--- src/rtl/colour_stack_task.sv ---
// colour_stack_task
//   Three stacked colour squares, each cycled through a small palette by its
//   own push button, plus an indicator circle that lights when every square
//   shows the same "match" colour.
//
// Ports
//   clk_mhz_6_25  in   sole clock, rising edge
//   reset_task    in   synchronous active-high reset
//   btn           in   raw async buttons, bit i steps square i (bit 0 = top)
//   btn_rev       in   1 = step backward, sampled when a press is accepted
//   x, y          in   current pixel column / row
//   oled_data     out  RGB565 pixel for the previous cycle's (x,y)
//   match         out  all squares equal and that colour is in MATCH_MASK
//   match_pulse   out  one-cycle strobe on each rise of match
//
// Debounce FSM (one per button channel)
//   state      | meaning
//   ST_READY   | waiting for a synchronised rising edge
//   ST_LOCKOUT | press accepted; edges ignored until counter expires
module colour_stack_task #(
  parameter int         NUM_SQUARES     = 3,
  parameter int         NUM_COLOURS     = 6,
  parameter int         DEBOUNCE_CYCLES = 1250000,
  parameter int         SQ_X0           = 40,
  parameter int         SQ_SIZE         = 14,
  parameter int         SQ_PITCH        = 15,
  parameter int         CX              = 47,
  parameter int         CY              = 52,
  parameter int         R2              = 43,
  parameter logic [5:0] MATCH_MASK      = 6'b010010
) (
  input  logic                   clk_mhz_6_25,
  input  logic                   reset_task,
  input  logic [NUM_SQUARES-1:0] btn,
  input  logic                   btn_rev,
  input  logic [6:0]             x,
  input  logic [5:0]             y,
  output logic [15:0]            oled_data,
  output logic                   match,
  output logic                   match_pulse
);

  localparam int             CW       = (DEBOUNCE_CYCLES > 1) ? $clog2(DEBOUNCE_CYCLES) : 1;
  localparam logic [CW-1:0]  LOAD     = CW'(DEBOUNCE_CYCLES - 1);
  localparam logic [2:0]     LAST_IDX = 3'(NUM_COLOURS - 1);
  localparam logic signed [8:0] L_CX  = 9'(CX);
  localparam logic signed [8:0] L_CY  = 9'(CY);

  typedef enum logic {ST_READY = 1'b0, ST_LOCKOUT = 1'b1} state_t;

  function automatic logic [15:0] f_colour(input logic [2:0] idx);
    case (idx)
      3'd0:    f_colour = 16'hFFFF;
      3'd1:    f_colour = 16'hF800;
      3'd2:    f_colour = 16'h07E0;
      3'd3:    f_colour = 16'h001F;
      3'd4:    f_colour = 16'hFC00;
      default: f_colour = 16'h0000;
    endcase
  endfunction

  // ---------------------------------------------------------------------
  // Input synchronisers and edge detection
  // ---------------------------------------------------------------------
  logic [NUM_SQUARES-1:0] r_sync1, r_sync2, r_prev, r_armed;
  logic                   r_warm;
  logic [NUM_SQUARES-1:0] w_rise;

  // The synchroniser is cleared by reset, so a button held through reset
  // would otherwise look like a fresh 0->1 edge. A channel is armed only
  // once a genuine post-reset low sample has reached the first flop.
  always_ff @(posedge clk_mhz_6_25) begin
    if (reset_task) begin
      r_sync1 <= '0;
      r_sync2 <= '0;
      r_prev  <= '0;
      r_armed <= '0;
      r_warm  <= 1'b0;
    end else begin
      r_sync1 <= btn;
      r_sync2 <= r_sync1;
      r_prev  <= r_sync2;
      r_warm  <= 1'b1;
      r_armed <= r_armed | ({NUM_SQUARES{r_warm}} & ~r_sync1);
    end
  end

  assign w_rise = r_sync2 & ~r_prev & r_armed;

  // ---------------------------------------------------------------------
  // Per-channel debounce FSMs
  // ---------------------------------------------------------------------
  state_t                 r_state     [NUM_SQUARES];
  state_t                 w_state_nxt [NUM_SQUARES];
  logic [CW-1:0]          r_cnt       [NUM_SQUARES];
  logic [CW-1:0]          w_cnt_nxt   [NUM_SQUARES];
  logic [NUM_SQUARES-1:0] w_accept;

  always_ff @(posedge clk_mhz_6_25) begin
    for (int i = 0; i < NUM_SQUARES; i++) begin
      if (reset_task) begin
        r_state[i] <= ST_READY;
        r_cnt[i]   <= '0;
      end else begin
        r_state[i] <= w_state_nxt[i];
        r_cnt[i]   <= w_cnt_nxt[i];
      end
    end
  end

  always_comb begin
    for (int i = 0; i < NUM_SQUARES; i++) begin
      w_state_nxt[i] = r_state[i];
      w_cnt_nxt[i]   = r_cnt[i];
      case (r_state[i])
        ST_READY: begin
          if (w_rise[i]) begin
            w_state_nxt[i] = ST_LOCKOUT;
            w_cnt_nxt[i]   = LOAD;
          end
        end
        ST_LOCKOUT: begin
          if (r_cnt[i] == '0) begin
            w_state_nxt[i] = ST_READY;
          end else begin
            w_cnt_nxt[i] = r_cnt[i] - 1'b1;
          end
        end
        default: w_state_nxt[i] = ST_READY;
      endcase
    end
  end

  always_comb begin
    for (int i = 0; i < NUM_SQUARES; i++) begin
      w_accept[i] = (r_state[i] == ST_READY) && w_rise[i];
    end
  end

  // ---------------------------------------------------------------------
  // Colour indices
  // ---------------------------------------------------------------------
  logic [2:0] r_idx [NUM_SQUARES];

  always_ff @(posedge clk_mhz_6_25) begin
    for (int i = 0; i < NUM_SQUARES; i++) begin
      if (reset_task) begin
        r_idx[i] <= 3'd0;
      end else if (w_accept[i]) begin
        if (btn_rev) begin
          r_idx[i] <= (r_idx[i] == 3'd0) ? LAST_IDX : r_idx[i] - 3'd1;
        end else begin
          r_idx[i] <= (r_idx[i] == LAST_IDX) ? 3'd0 : r_idx[i] + 3'd1;
        end
      end
    end
  end

  // ---------------------------------------------------------------------
  // Match detection
  // ---------------------------------------------------------------------
  logic       w_all_same;
  logic [7:0] w_mask_ext;
  logic       w_match;
  logic       r_match, r_match_pulse;

  always_comb begin
    w_all_same = 1'b1;
    for (int i = 1; i < NUM_SQUARES; i++) begin
      if (r_idx[i] != r_idx[0]) w_all_same = 1'b0;
    end
  end

  // Widened so any 3-bit index selects a defined bit.
  assign w_mask_ext = {2'b00, MATCH_MASK};
  assign w_match    = w_all_same && w_mask_ext[r_idx[0]];

  always_ff @(posedge clk_mhz_6_25) begin
    if (reset_task) begin
      r_match       <= 1'b0;
      r_match_pulse <= 1'b0;
    end else begin
      r_match       <= w_match;
      r_match_pulse <= w_match & ~r_match;
    end
  end

  assign match       = r_match;
  assign match_pulse = r_match_pulse;

  // ---------------------------------------------------------------------
  // Pixel generation
  // ---------------------------------------------------------------------
  logic                w_sq_hit;
  logic [15:0]         w_sq_colour;
  logic signed [8:0]   w_dx, w_dy;
  logic signed [15:0]  w_dx_ext, w_dy_ext;
  logic [15:0]         w_dx2, w_dy2, w_sum;
  logic                w_circle;
  logic [15:0]         r_oled;

  // Descending scan so the lowest-numbered square wins any overlap.
  always_comb begin
    w_sq_hit    = 1'b0;
    w_sq_colour = 16'h0000;
    for (int i = NUM_SQUARES - 1; i >= 0; i--) begin
      if ((int'(x) > SQ_X0) && (int'(x) < SQ_X0 + SQ_SIZE) &&
          (int'(y) > i * SQ_PITCH) && (int'(y) < i * SQ_PITCH + SQ_SIZE)) begin
        w_sq_hit    = 1'b1;
        w_sq_colour = f_colour(r_idx[i]);
      end
    end
  end

  assign w_dx     = $signed({2'b00, x}) - L_CX;
  assign w_dy     = $signed({3'b000, y}) - L_CY;
  assign w_dx_ext = 16'(w_dx);
  assign w_dy_ext = 16'(w_dy);
  assign w_dx2    = w_dx_ext * w_dx_ext;
  assign w_dy2    = w_dy_ext * w_dy_ext;
  assign w_sum    = w_dx2 + w_dy2;
  assign w_circle = (w_sum < 16'(R2));

  always_ff @(posedge clk_mhz_6_25) begin
    if (reset_task) begin
      r_oled <= 16'h0000;
    end else if (w_sq_hit) begin
      r_oled <= w_sq_colour;
    end else if (w_circle && r_match) begin
      r_oled <= f_colour(r_idx[0]);
    end else begin
      r_oled <= 16'h0000;
    end
  end

  assign oled_data = r_oled;

endmodule

--- config.mk ---
export PLATFORM = sky130hd
export DESIGN_NAME = colour_stack_task
export DESIGN_NICKNAME = d
export VERILOG_FILES = /design/src/rtl/colour_stack_task.sv
export SDC_FILE = /design/constraint.sdc
export NUM_CORES = 1
export LEC_CHECK = 0
export BUFFER_PORTS_ARGS = -buffer_cell sky130_fd_sc_hd__buf_2
export CORE_MARGIN = 4
export CORE_UTILIZATION = 40
export DETAILED_ROUTE_END_ITERATION = 16
export GPL_TIMING_DRIVEN = 0
export PLACE_DENSITY = 0.65
export SLEW_MARGIN = 10
export SYNTH_ARGS = -nofsm -noshare
export SYNTH_HDL_FRONTEND = slang
export SYNTH_SLANG_ARGS = --single-unit
--- constraint.sdc ---
create_clock -name clk_mhz_6_25 -period 18.4 [get_ports clk_mhz_6_25]
set_clock_uncertainty 0.15 [all_clocks]
set_input_delay 0 -clock clk_mhz_6_25 [delete_from_list [all_inputs] [get_ports clk_mhz_6_25]]
set_output_delay 0 -clock clk_mhz_6_25 [all_outputs]
set_load 0.005 [all_outputs]
==> implementation parameters, run 1 <==
Parameter                              Value

Run status
  Outcome    finished, final reports clean

Clock network
  Clk sink count    94
  Clock latency on the worst-skew pair    ~350 ps
  # H-tree levels    3
  CTS Root Buffer Type    clkbuf_16
  Number of buffers added by the clock tree synthesis step    9
  Postcts setup bufs    0
  CTS Buffer Depth    2
  Clock-pin slew on the worst setup and hold paths    60 ps
  TritonCTS clock tree    yes

Synth
  Number of synthesized flops with an enable pin    9
  Post-synthesis cell type count    between 60 and 70
  Synthesized area divided by synthesized cell count    8.58 µm²
  Syn nets    1272
  FFs w/ async S/R, synth    0
  Synthesized instance count    roughly 1100
  Sequential-to-total area share from yosys stat    0.212
  Cell area after technology mapping    a little over 9000 µm²
  Synthesis warning total    0
  Primary FF master, synth    dfxtp_1
  Register bit count reported by yosys    94

Finish
  Fraction of layout cells with a size suffix above 1    0.0731
  Number of nets in the final layout    1320
  Layout fillers    roughly 2300
  Cell area after layout    between 10000 and 15000 µm²
  Area growth from synthesis to final layout    9.31%
  Most frequent standard cell in the layout excluding fill and tap cells    inv_1
  Antenna Cells    0
  Finished Layout Cells    roughly 1400
  Commonest cells after routing, fill and taps aside    inv_1 (174), nor2_1 (98), fa_1 (90), dfxtp_1 (85), ha_1 (80)
  Multi-input combinational cell area    between 6000 and 7000 µm²
  Area occupied by registers    around 2000 µm²

Setup path
  Worst Path Class, Setup    primary input to register
  CP endpoint kind    register
  FF-to-FF path depth    9
  Required time of the critical path    approximately 19000 ps
  R2r endpoint    r_cnt[0][7]$_SDFFE_PP0P_
  Dominant cell type by count on the critical path    fa_1
  Setup crit start kind    primary input
  Startpoint of the most critical register-to-register path    r_cnt[0][0]$_SDFFE_PP0P_
  Largest driver fanout on the critical path    9
  Register-to-register path setup slack    ~15000 ps
  Slowest CP cell    a2111oi_0
  Data arrival time of the critical path    9770 ps
  Biggest cell delay along the critical path    around 900 ps

Routing
  Wire length per cell after detailed routing    roughly 14 µm
  Initial detailed-routing violation count    352
  Drc violations    0
  Per-cell via count in the routed design    approximately 5.1
  Via count    roughly 7300
  Post-route antenna net violation count    0
  Aggregate routed wire length    between 15000 and 20000 µm
  First drt pass iteration count    5

Timing
  Worst rel slew slack    0.170
  Final Worst Setup Slack    between 8000 and 9000 ps
  Final Critical Period    9660 ps
  Period utilization    0.525
  Setup repair after global routing missed its margin    no
  # setup viols final    0
  Final total negative setup slack    0 ps
  Slew of the pin with the lowest slew margin    ~1200 ps
  Count of endpoints failing hold in the final timing report    0
  Number of pins with negative max-slew slack in the final report    0
  Top achievable clock speed    0.104 GHz

GRT
  Global-route wire length before repair    33900 µm
  Global-route usage over all layers    0.155
  Largest net degree at the start of global routing    15
  Via count of the first global-routing pass    around 7000
  Remaining Overflow, GRT    0
  Number of antenna violations at the first check in global routing    0

Floorplanning
  Core footprint    22700 µm²
  Die area    25700 µm²
  Chip Height    approximately 160 µm
  Total I/O pin count    37
  Die Span X    between 150 and 200 µm
  Initial cell density of the core    0.409
  FP Rows    55

Place
  Final weighted congestion in routability-driven placement    between 0.8 and 0.9
  Pre-CTS setup slack    between 8000 and 9000 ps
  Placement Cell Area    just under 10000 µm²
  IO Port Bufs    33
  Cells after DPL    approximately 1400
  Placed wire-length estimate    15500 µm

Job
  Count of maximum capacitance violations    0

Hold path
  Hold path cells    2
  Startpoint of the worst hold path    reset_task
  Worst-case hold path end point    r_warm$_DFF_P_
  Path type of the worst min-delay path    primary input to register
==> layer usage <==
layer | routed length (µm) | part of all wire | vias to the layer above | GRT usage
li1 | - | - | 3716 | -
met1 | 9270 | 0.48 | 3475 | 0.209
met2 | 9220 | 0.48 | 86 | 0.263
met3 | 490 | 0.025 | 20 | 0.0164
met4 | 283 | 0.015 | 0 | 0.0461
met5 | 0 | 0 | - | 0
==> state kept, by name, summed over array words and instances, names as in the netlist <==
signal,flops
r_cnt,63
r_idx,9
oled_data,4
r_armed,3
r_prev,3
r_state,3
r_sync1,3
r_sync2,3
match,1
match_pulse,1
r_warm,1
==> kinds of logic after synthesis <==
group / synth area share
buffers and inverters: 0.0956
adder cells (fa/ha/maj): 0.302
flip-flops: 0.212
multiplexers: 0.00229
AND/OR/NAND/NOR: 0.183
XOR/XNOR: 0.0745
AO/OA/AOI/OAI: 0.130
==> what timing repair did <==
item | in CTS | in global routing
resized for setup | 0 | 0
hold buffers | 3 | 0
endpoints found under the hold margin | 3 | 0
==> layout make-up <==
type | count | share of cell area
timing repair buffer | 37 | 0.0197
buffer | 49 | 0.0228
sequential | 94 | 0.194
clock inverter | 2 | 0.00136
multi-input combinational | 765 | 0.634
clock buffer | 13 | 0.0277
tap | 285 | 0.0351
inverter | 175 | 0.0647
==> critical path, delay by kind of cell <==
family / cells / cell delay [ps]
compound gates: 6 / 2080
xor+xnor: 1 / 310
fa+ha+maj: 12 / 5260
buf+inv: 8 / 1100
mux: 1 / 60
simple gates: 3 / 940
==> cell usage after synthesis (all sizes together), types with 9 or more instances <==
cell type | number | share of area
dfxtp | 85 | 0.18
edfxtp | 9 | 0.029
a21oi | 54 | 0.029
buf | 18 | 0.012
nand2b | 11 | 0.0074
or4 | 10 | 0.0093
xnor2 | 45 | 0.042
nor3b | 10 | 0.0081
ha | 80 | 0.11
or3 | 14 | 0.0097
clkbuf | 31 | 0.013
nand3 | 24 | 0.013
and2 | 11 | 0.0075
inv | 174 | 0.070
nand2 | 52 | 0.021
nor3 | 30 | 0.017
nor2b | 18 | 0.012
a31oi | 9 | 0.0061
o21ai | 40 | 0.022
nor2 | 98 | 0.040
a2111oi | 9 | 0.0085
a211oi | 23 | 0.019
nand4 | 10 | 0.0067
xor2 | 34 | 0.032
fa | 90 | 0.19
==> through the flow <==
step / utilization / hold WS (ps)
after floorplan: - / -21.8
after global placement: 0.432 / 64.6
after detailed placement: 0.433 / 70.5
after CTS: 0.447 / 16.6
after global routing: 0.447 / 56.0
final: 0.447 / 32.0
==> worst max path at each step <==
stage          from                        to  slack (ps)  cells after the start
3_5_place_dp   y[3]  oled_data[14]$_SDFF_PP0_        8380                     31
4_1_cts        y[3]  oled_data[14]$_SDFF_PP0_        8730                     31
3_3_place_gp   y[3]  oled_data[14]$_SDFF_PP0_        8470                     31
2_1_floorplan  y[3]  oled_data[14]$_SDFF_PP0_        9680                     30
6_report       y[3]  oled_data[14]$_SDFF_PP0_        8740                     31
5_1_grt        y[3]  oled_data[14]$_SDFF_PP0_        8100                     31
Power of run 1 is left out: the tool's default activity adds up to more than one toggle a clock period on the data nets, which glitch-free logic cannot reach.
==> inputs of run 2 (changes only) <==
- clock period: 18.4 -> 8.9 ns (I/O delays scaled with it)
==> implementation parameters, run 2 (synthesized netlist as in run 1, its figures left out) <==
Parameter                              Value

Clock network
  Clock latency on the worst-skew pair    around 350 ps
  Clk sink count    94
  Number of buffers added by the clock tree synthesis step    9
  # H-tree levels    3
  TritonCTS clock tree    yes
  CTS Root Buffer Type    clkbuf_16
  Clock-pin slew on the worst setup and hold paths    approximately 60 ps
  CTS Buffer Depth    2

Routing
  Aggregate routed wire length    19500 µm
  Post-route antenna net violation count    0
  Per-cell via count in the routed design    around 5.1
  Wire length per cell after detailed routing    13.7 µm
  Via count    about 7300
  Initial detailed-routing violation count    368
  First drt pass iteration count    5
  Drc violations    0

GRT
  Global-route wire length before repair    approximately 34000 µm
  Via count of the first global-routing pass    7184
  Global-route usage over all layers    0.155
  Largest net degree at the start of global routing    15
  Remaining Overflow, GRT    0
  Number of antenna violations at the first check in global routing    0

Setup path
  Register-to-register path setup slack    5810 ps
  Setup crit start kind    primary input
  FF-to-FF path depth    9
  Data arrival time of the critical path    about 8600 ps
  Slowest CP cell    fa_1
  Startpoint of the most critical register-to-register path    r_cnt[0][0]$_SDFFE_PP0P_
  Worst Path Class, Setup    primary input to register
  R2r endpoint    r_cnt[0][7]$_SDFFE_PP0P_
  Startpoint of the worst setup timing path    y[3]
  End of the critical path    oled_data[4]$_SDFF_PP0_
  Dominant cell type by count on the critical path    fa_1
  Largest driver fanout on the critical path    9
  CP endpoint kind    register
  Required time of the critical path    between 9000 and 10000 ps
  Biggest cell delay along the critical path    between 500 and 600 ps

Timing
  Slew of the pin with the lowest slew margin    around 1200 ps
  Worst rel slew slack    0.192
  Final total negative setup slack    0 ps
  # setup viols final    0
  Final Worst Setup Slack    429 ps
  Worst-case hold slack    ~28 ps
  Number of pins with negative max-slew slack in the final report    0
  Final Critical Period    8470 ps
  Top achievable clock speed    around 0.12 GHz
  Count of endpoints failing hold in the final timing report    0
  Period utilization    0.952

Hold path
  Path type of the worst min-delay path    primary input to register
  Hold path cells    2

Place
  Final weighted congestion in routability-driven placement    between 0.8 and 0.9
  Pre-CTS setup slack    -1120 ps
  IO Port Bufs    33
  Placed wire-length estimate    ~15000 µm
  Placement Cell Area    ~9800 µm²

Run status
  Outcome    finished, final reports clean

Floorplanning
  Chip Height    around 160 µm
  FP Rows    55
  Core footprint    about 23000 µm²
  Total I/O pin count    37
  Initial cell density of the core    0.409
  Die Span X    between 150 and 200 µm
  Die area    about 26000 µm²

Finish
  Layout fillers    around 2300
  Area growth from synthesis to final layout    10.8%
  Number of nets in the final layout    approximately 1300
  Max reg flops    63
  Cell area after layout    10300 µm²
  Register with the highest flop count    r_cnt
  Fraction of layout cells with a size suffix above 1    0.0923
  Antenna Cells    0
  Commonest cells after routing, fill and taps aside    inv_1 (172), nor2_1 (97), fa_1 (89), dfxtp_1 (85), ha_1 (78)
  Most frequent standard cell in the layout excluding fill and tap cells    inv_1

Job
  Count of maximum capacitance violations    0
## run 2: layer usage
layer	vias to the layer above	wire (µm)	track usage
met4	0	318	0.0469
met3	21	490	0.0167
met5	-	0	0
li1	3727	-	-
met1	3486	9250	0.209
met2	94	9400	0.264
## run 2: timing repair
| action | 4_1_cts | 5_1_grt |
|---|---|---|
| pin swaps | 0 | 9 |
| gates resized for setup | 5 | 21 |
| endpoints found under the hold margin | 3 | 0 |
| setup buffers | 0 | 4 |
| setup endpoints to repair | 4 | 4 |
| hold buffers | 3 | 0 |
## run 2: how the worst min path moves through the flow
| stage | startpoint | end | slack, ps |
|---|---|---|---|
| CTS | reset_task | r_warm$_DFF_P_ | 20 |
| global route | reset_task | r_warm$_DFF_P_ | 60 |
| global placement | btn[1] | r_sync1[1]$_SDFF_PP0_ | 60 |
| finish | reset_task | r_warm$_DFF_P_ | 30 |
| detailed placement | btn[0] | r_sync1[0]$_SDFF_PP0_ | 70 |
| floorplan | btn[0] | r_sync1[0]$_SDFF_PP0_ | -20 |
## run 2: critical path, delay by kind of cell
kind,cells,cell delay [ps]
simple gates,5,990
xor+xnor,1,250
fa+ha+maj,12,5370
compound gates,7,1390
buf+inv,6,560
## run 2: per-stage QoR
| stage | instances | util |
|---|---|---|
| after detailed placement | 1402 | 0.433 |
| after global placement | 1401 | 0.432 |
| after floorplan | 1083 | - |
| final | 1423 | 0.453 |
| after global routing | 1423 | 0.453 |
| after CTS | 1419 | 0.447 |
## run 2: layout make-up
class | count | area [µm²] | share of cell area
inverter | 175 | 659 | 0.0641
multi-input combinational | 765 | 6550 | 0.636
buffer | 48 | 230 | 0.0224
timing repair buffer | 41 | 230 | 0.0224
clock inverter | 2 | 13.8 | 0.00134
clock buffer | 13 | 282 | 0.0274
tap | 285 | 357 | 0.0347
sequential | 94 | 1970 | 0.192
Power of run 2 is left out for the same reason.
